`src/rtl/cpu_controller.sv`:
```
// cpu_controller: fetch/decode/execute sequencer for the 16-bit datapath.
// Decodes the instruction register and drives datapath and memory controls.
// All controls except the sign-extended immediates are registered; they are
// computed from the state being entered, so ir must stay stable while an
// instruction runs. The top level only loads ir in IF2, so this holds.
module cpu_controller (
    input  logic        clk,
    input  logic        reset,
    input  logic [15:0] ir,
    output logic [2:0]  readnum,
    output logic [2:0]  writenum,
    output logic [3:0]  vsel,
    output logic        loada,
    output logic        loadb,
    output logic        loadc,
    output logic        loads,
    output logic        write,
    output logic        asel,
    output logic        bsel,
    output logic [1:0]  shift,
    output logic [1:0]  ALUop,
    output logic [15:0] sximm8,
    output logic [15:0] sximm5,
    output logic [1:0]  mem_cmd,
    output logic        addr_sel,
    output logic        load_pc,
    output logic        reset_pc,
    output logic        load_ir,
    output logic        load_addr,
    output logic        halt
);

    typedef enum logic [4:0] {
        S_RST, S_IF1, S_IF2, S_UPD, S_DEC,
        S_WIMM,
        S_GB_MV, S_EX_MOV, S_EX_MVN, S_WR,
        S_GA_ALU, S_GB_ALU, S_EX_ALU, S_EXS,
        S_GA_MEM, S_ADR, S_LA, S_MRD, S_WBM, S_GBS, S_PASS, S_MWR,
        S_HALT
    } state_t;

    state_t state;
    state_t nxt;
    state_t tgt;

    logic [2:0] opcode;
    logic [1:0] op;
    logic [2:0] rn;
    logic [2:0] rd;
    logic [1:0] sh;
    logic [2:0] rm;

    assign opcode = ir[15:13];
    assign op     = ir[12:11];
    assign rn     = ir[10:8];
    assign rd     = ir[7:5];
    assign sh     = ir[4:3];
    assign rm     = ir[2:0];

    assign sximm8 = {{8{ir[7]}}, ir[7:0]};
    assign sximm5 = {{11{ir[4]}}, ir[4:0]};

    logic [2:0] readnum_c, writenum_c;
    logic [3:0] vsel_c;
    logic       loada_c, loadb_c, loadc_c, loads_c, write_c, asel_c, bsel_c;
    logic [1:0] shift_c, alu_op_c, mem_cmd_c;
    logic       addr_sel_c, load_pc_c, reset_pc_c, load_ir_c, load_addr_c, halt_c;

    // Next-state sequencing and instruction dispatch
    always_comb begin
        nxt = S_IF1;
        case (state)
            S_RST:    nxt = S_IF1;
            S_IF1:    nxt = S_IF2;
            S_IF2:    nxt = S_UPD;
            S_UPD:    nxt = S_DEC;
            S_DEC: begin
                case ({opcode, op})
                    5'b11010:           nxt = S_WIMM;
                    5'b11000, 5'b10111: nxt = S_GB_MV;
                    5'b10100, 5'b10101,
                    5'b10110:           nxt = S_GA_ALU;
                    5'b01100, 5'b10000: nxt = S_GA_MEM;
                    default:            nxt = (opcode == 3'b111) ? S_HALT : S_IF1;
                endcase
            end
            S_GB_MV:  nxt = (opcode == 3'b101) ? S_EX_MVN : S_EX_MOV;
            S_EX_MOV: nxt = S_WR;
            S_EX_MVN: nxt = S_WR;
            S_GA_ALU: nxt = S_GB_ALU;
            S_GB_ALU: nxt = (op == 2'b01) ? S_EXS : S_EX_ALU;
            S_EX_ALU: nxt = S_WR;
            S_GA_MEM: nxt = S_ADR;
            S_ADR:    nxt = S_LA;
            S_LA:     nxt = (opcode == 3'b011) ? S_MRD : S_GBS;
            S_MRD:    nxt = S_WBM;
            S_GBS:    nxt = S_PASS;
            S_PASS:   nxt = S_MWR;
            S_HALT:   nxt = S_HALT;
            default:  nxt = S_IF1;
        endcase
        tgt = reset ? S_RST : nxt;
    end

    // Control decode for the state about to be entered
    always_comb begin
        readnum_c   = 3'd0;
        writenum_c  = 3'd0;
        vsel_c      = 4'b0000;
        loada_c     = 1'b0;
        loadb_c     = 1'b0;
        loadc_c     = 1'b0;
        loads_c     = 1'b0;
        write_c     = 1'b0;
        asel_c      = 1'b0;
        bsel_c      = 1'b0;
        shift_c     = 2'b00;
        alu_op_c    = 2'b00;
        mem_cmd_c   = 2'b00;
        addr_sel_c  = 1'b0;
        load_pc_c   = 1'b0;
        reset_pc_c  = 1'b0;
        load_ir_c   = 1'b0;
        load_addr_c = 1'b0;
        halt_c      = 1'b0;
        case (tgt)
            S_RST:    begin reset_pc_c = 1'b1; load_pc_c = 1'b1; end
            S_IF1:    begin addr_sel_c = 1'b1; mem_cmd_c = 2'b01; end
            S_IF2:    begin addr_sel_c = 1'b1; mem_cmd_c = 2'b01; load_ir_c = 1'b1; end
            S_UPD:    load_pc_c = 1'b1;
            S_WIMM:   begin vsel_c = 4'b0100; writenum_c = rn; write_c = 1'b1; end
            S_GB_MV,
            S_GB_ALU: begin readnum_c = rm; loadb_c = 1'b1; end
            S_EX_MOV: begin shift_c = sh; asel_c = 1'b1; loadc_c = 1'b1; end
            S_EX_MVN: begin shift_c = sh; alu_op_c = 2'b11; loadc_c = 1'b1; end
            S_EX_ALU: begin shift_c = sh; alu_op_c = op; loadc_c = 1'b1; end
            S_EXS:    begin shift_c = sh; alu_op_c = 2'b01; loads_c = 1'b1; end
            S_WR:     begin vsel_c = 4'b0001; writenum_c = rd; write_c = 1'b1; end
            S_GA_ALU,
            S_GA_MEM: begin readnum_c = rn; loada_c = 1'b1; end
            S_ADR:    begin bsel_c = 1'b1; loadc_c = 1'b1; end
            S_LA:     load_addr_c = 1'b1;
            S_MRD:    mem_cmd_c = 2'b01;
            S_WBM:    begin
                mem_cmd_c  = 2'b01;
                vsel_c     = 4'b1000;
                writenum_c = rd;
                write_c    = 1'b1;
            end
            S_GBS:    begin readnum_c = rd; loadb_c = 1'b1; end
            S_PASS:   begin asel_c = 1'b1; loadc_c = 1'b1; end
            S_MWR:    mem_cmd_c = 2'b10;
            S_HALT:   halt_c = 1'b1;
            default:  ;
        endcase
    end

    // State register and registered controls
    always_ff @(posedge clk) begin
        if (reset) begin
            state <= S_RST;
        end else begin
            state <= nxt;
        end
        readnum   <= readnum_c;
        writenum  <= writenum_c;
        vsel      <= vsel_c;
        loada     <= loada_c;
        loadb     <= loadb_c;
        loadc     <= loadc_c;
        loads     <= loads_c;
        write     <= write_c;
        asel      <= asel_c;
        bsel      <= bsel_c;
        shift     <= shift_c;
        ALUop     <= alu_op_c;
        mem_cmd   <= mem_cmd_c;
        addr_sel  <= addr_sel_c;
        load_pc   <= load_pc_c;
        reset_pc  <= reset_pc_c;
        load_ir   <= load_ir_c;
        load_addr <= load_addr_c;
        halt      <= halt_c;
    end

endmodule

```
`config.mk`:
```
export PLATFORM = sky130hd
export DESIGN_NAME = cpu_controller
export DESIGN_NICKNAME = d
export VERILOG_FILES = /design/src/rtl/cpu_controller.sv
export SDC_FILE = /design/constraint.sdc
export NUM_CORES = 1
export LEC_CHECK = 0
export CAP_MARGIN = 20
export CORE_ASPECT_RATIO = 1.25
export CORE_MARGIN = 2
export CORE_UTILIZATION = 39
export DETAILED_ROUTE_END_ITERATION = 8
export PLACE_DENSITY = 0.89
export SYNTH_ARGS = -nofsm -noshare
export SYNTH_HDL_FRONTEND = slang
export SYNTH_SLANG_ARGS = --single-unit
```
`constraint.sdc`:
```
create_clock -name clk -period 2.4 [get_ports clk]
set_input_delay 0.72 -clock clk [delete_from_list [all_inputs] [get_ports clk]]
set_output_delay 0.72 -clock clk [all_outputs]
set_load 0.005 [all_outputs]
```
==> impl_metrics.json <==
{
  "synthMuxAreaShare": 0,
  "outcome": "finished, final reports clean",
  "num_rows": 28,
  "via_per_inst": 5.09,
  "cts_buffer_depth": 2,
  "die_h_microns": 82.0,
  "clock_latency_ps": 290,
  "yosysSeqAreaShare": 0.348,
  "synthAdderAreaFrac": 0,
  "postSynthCellCount": 214,
  "gp_congestion": 0.883,
  "area_delta_synth_final_pct": 52.2,
  "synth.distinct_cells": 58,
  "fmax_ghz": 0.438,
  "multi_input_comb_area_sq_um": 915,
  "cts_tree": "built",
  "critPathKind": "in -> reg",
  "grt_pass1_vias": 1794,
  "cts_made_buffers": 5,
  "p_leak_uw": 0.00121,
  "end_kind": "flip-flop",
  "hp-class": "in -> reg",
  "cellPowerDensity_nw_per_um2": 477,
  "seqCellArea_sq_um": 663,
  "grt_pass1_wl_mm": 7.88,
  "synth_ff_type": "dfxtp_1",
  "fillers": 391,
  "ys_seq_elements": 33,
  "placed_cells": 353,
  "stdcell_area_sq_um": 2890,
  "start_util": 0.402,
  "clk_pin_slew_ps": 70,
  "finalClockSkew_ps": 4.14,
  "worstPathArrival_ps": 2510,
  "slowest_delay_ps": 360,
  "gr-usage-all-layers": 0.190,
  "drc": 0,
  "critPathMaxFanout": 6,
  "ys_warn_count": 0,
  "placed_cell_area_sq_um": 2770,
  "critPathSlowestCell": "or3_1",
  "diodes": 0,
  "synth_nets": 232,
  "grt_max_degree": 15,
  "dieArea_sq_um": 5450,
  "timing.final.crit_share": 0.951,
  "maxCapViolCount": 0,
  "drive_gt1_frac": 0.284,
  "setup_viol": 0,
  "nets": 320,
  "drt_iter0_markers": 95,
  "detail_route.first_pass.iterations": 4,
  "synth_top_family_by_area": "simple AND/OR/NAND/NOR gates",
  "grt_overflow": 0,
  "die_w_microns": 66.4,
  "period_needed_ps": 2280,
  "synth-xor-area-share": 0.00922,
  "hold_viol_final": 0,
  "wirelength_mm": 5.02,
  "synth_edf_count": 0,
  "cts_sinks": 33,
  "required_ps": 2630,
  "drtAntennaViolNets": 0,
  "syn_area_sq_um": 1900,
  "synth-async-reset-ratio": 0,
  "finalMaxSlewViolations": 0,
  "core_sq_um": 4730,
  "hold_ws_ps": 891,
  "synth_compound_area_frac": 0.193,
  "finish.utilization": 0.611,
  "syn_avg_cell_area_sq_um": 8.88,
  "vias": 1846,
  "hpwl_mm": 3.95,
  "h-tree-depth": 2,
  "peakVddDrop_v": 0.000240,
  "antenna_found_initial": 0,
  "cts_root_buf": "clkbuf_8",
  "start_kind": "input port",
  "io_buffers": 77,
  "finalNonFillerCells": 363,
  "path_cells": "clkbuf_2 > buf_4 > a21oi_1 > nor2_1 > o31a_1 > or2_4 > or3_1 > a21boi_2 > a221o_1",
  "routedWlPerCell_microns": 13.8,
  "synthSimpleGateAreaFrac": 0.262,
  "ios": 79
}
==> final cells by class <==
class                   count  area share
flip-flops and latches     33       0.229
multi-input cells         131       0.316
clock inverters             1      0.0104
well taps                  60      0.0260
repair buffers            127       0.383
clock buffers               7      0.0299
inverters                   4     0.00519
==> sequential cells by signal, summed over array words and instances, names as in the netlist, 2 cells and up <==
signal    count
vsel          3
mem_cmd       2
readnum       3
ALUop         2
writenum      3
shift         2
state         5
==> synthesized netlist by cell type, types with 3 or more instances <==
cell / instances / area (sq um)
a21o_1: 3 / 22.5
a21oi_1: 8 / 40.0
a221o_1: 3 / 30.0
a22o_1: 3 / 26.3
a31oi_1: 3 / 18.8
and2_1: 3 / 18.8
and3_1: 4 / 25.0
buf_2: 4 / 20.0
buf_4: 39 / 293
dfxtp_1: 33 / 661
nand2_1: 15 / 56.3
nand2b_1: 6 / 37.5
nand3_1: 5 / 25.0
nand4_1: 3 / 18.8
nor2_1: 15 / 56.3
nor3_1: 3 / 15.0
nor3_2: 3 / 30.0
nor3b_1: 3 / 22.5
nor4_1: 4 / 25.0
o21ai_0: 6 / 30.0
==> per-stage QoR <==
stage | setup TNS [ps] | setup slack [ps] | power [uW]
after global placement | -16780 | -527 | 859
after floorplan | 0 | 45.6 | 733
after global routing | -12.6 | -12.6 | 1440
after CTS | 0 | 5.21 | 1390
final | 0 | 117 | 1380
after detailed placement | -19070 | -580 | 867
==> report_power, final <==
group	leakage [uW]	internal [uW]	total, uW	switching (uW)
Combinational	0.000880	150	272	122
Sequential	0.000268	562	576	14.0
Clock	0.0000585	338	532	194
==> critical path, delay by kind of cell <==
| kind | cells | cell delay, ps |
|---|---|---|
| buf+inv | 2 | 260 |
| compound gates | 4 | 850 |
| simple gates | 3 | 690 |
==> layer usage <==
layer | vias to the layer above | part of all wire | wire length, microns | GRT usage
li1 | 899 | - | - | -
met1 | 845 | 0.36 | 1780 | 0.172
met2 | 84 | 0.56 | 2820 | 0.381
met3 | 18 | 0.053 | 265 | 0.0452
met4 | 0 | 0.031 | 155 | 0.0939
met5 | - | 0 | 0 | 0
==> cells in the final DEF (no fill, tap or decap), drive strengths merged, types with 2 or more instances in the layout <==
master / netlist / final
buf: 45 / 53
clkdlybuf4s50: 0 / 47
dfxtp: 33 / 33
dlygate4sd2: 0 / 16
nor2: 16 / 16
nand2: 15 / 15
a21oi: 10 / 10
clkbuf: 1 / 10
o21ai: 8 / 8
clkdlybuf4s15: 0 / 7
nor3: 7 / 7
nand2b: 6 / 6
nand3: 5 / 5
and3: 4 / 4
nor3b: 4 / 4
nor4: 4 / 4
inv: 4 / 4
or2: 4 / 4
nand4: 3 / 3
a21o: 3 / 3
a31oi: 3 / 3
and2: 3 / 3
a221o: 3 / 3
a22o: 3 / 3
a41o: 2 / 2
a211oi: 2 / 2
a32oi: 2 / 2
and2b: 2 / 2
a21boi: 2 / 2
nor4b: 2 / 2
or3: 2 / 2
==> logic make-up after synthesis <==
group	count (synthesis)
XOR/XNOR	2
other	1
buffers and inverters	50
flip-flops	33
AND/OR/NAND/NOR	81
AO/OA/AOI/OAI	47
==> worst paths after layout <==
kind                                        from             endpoint  slack (ps)  cells after the start
worst min-delay path                       ir[7]  writenum[2]$_DFF_P_         890                      3
worst max-delay path                      ir[14]   readnum[0]$_DFF_P_         120                      9
worst max register to register  state[3]$_DFF_P_        loadc$_DFF_P_         160                      8
worst min register to register  state[4]$_DFF_P_     state[0]$_DFF_P_         920                      3
==> repair_timing <==
item                                   in CTS  in global routing
buffers inserted                            2                  0
endpoints found under the hold margin       0                  0
pin swaps                                   5                  9
setup endpoints to repair                  59                 33
resized for setup                          40                 21
hold buffers                                0                  0
(Power assumes the default switching activity.)
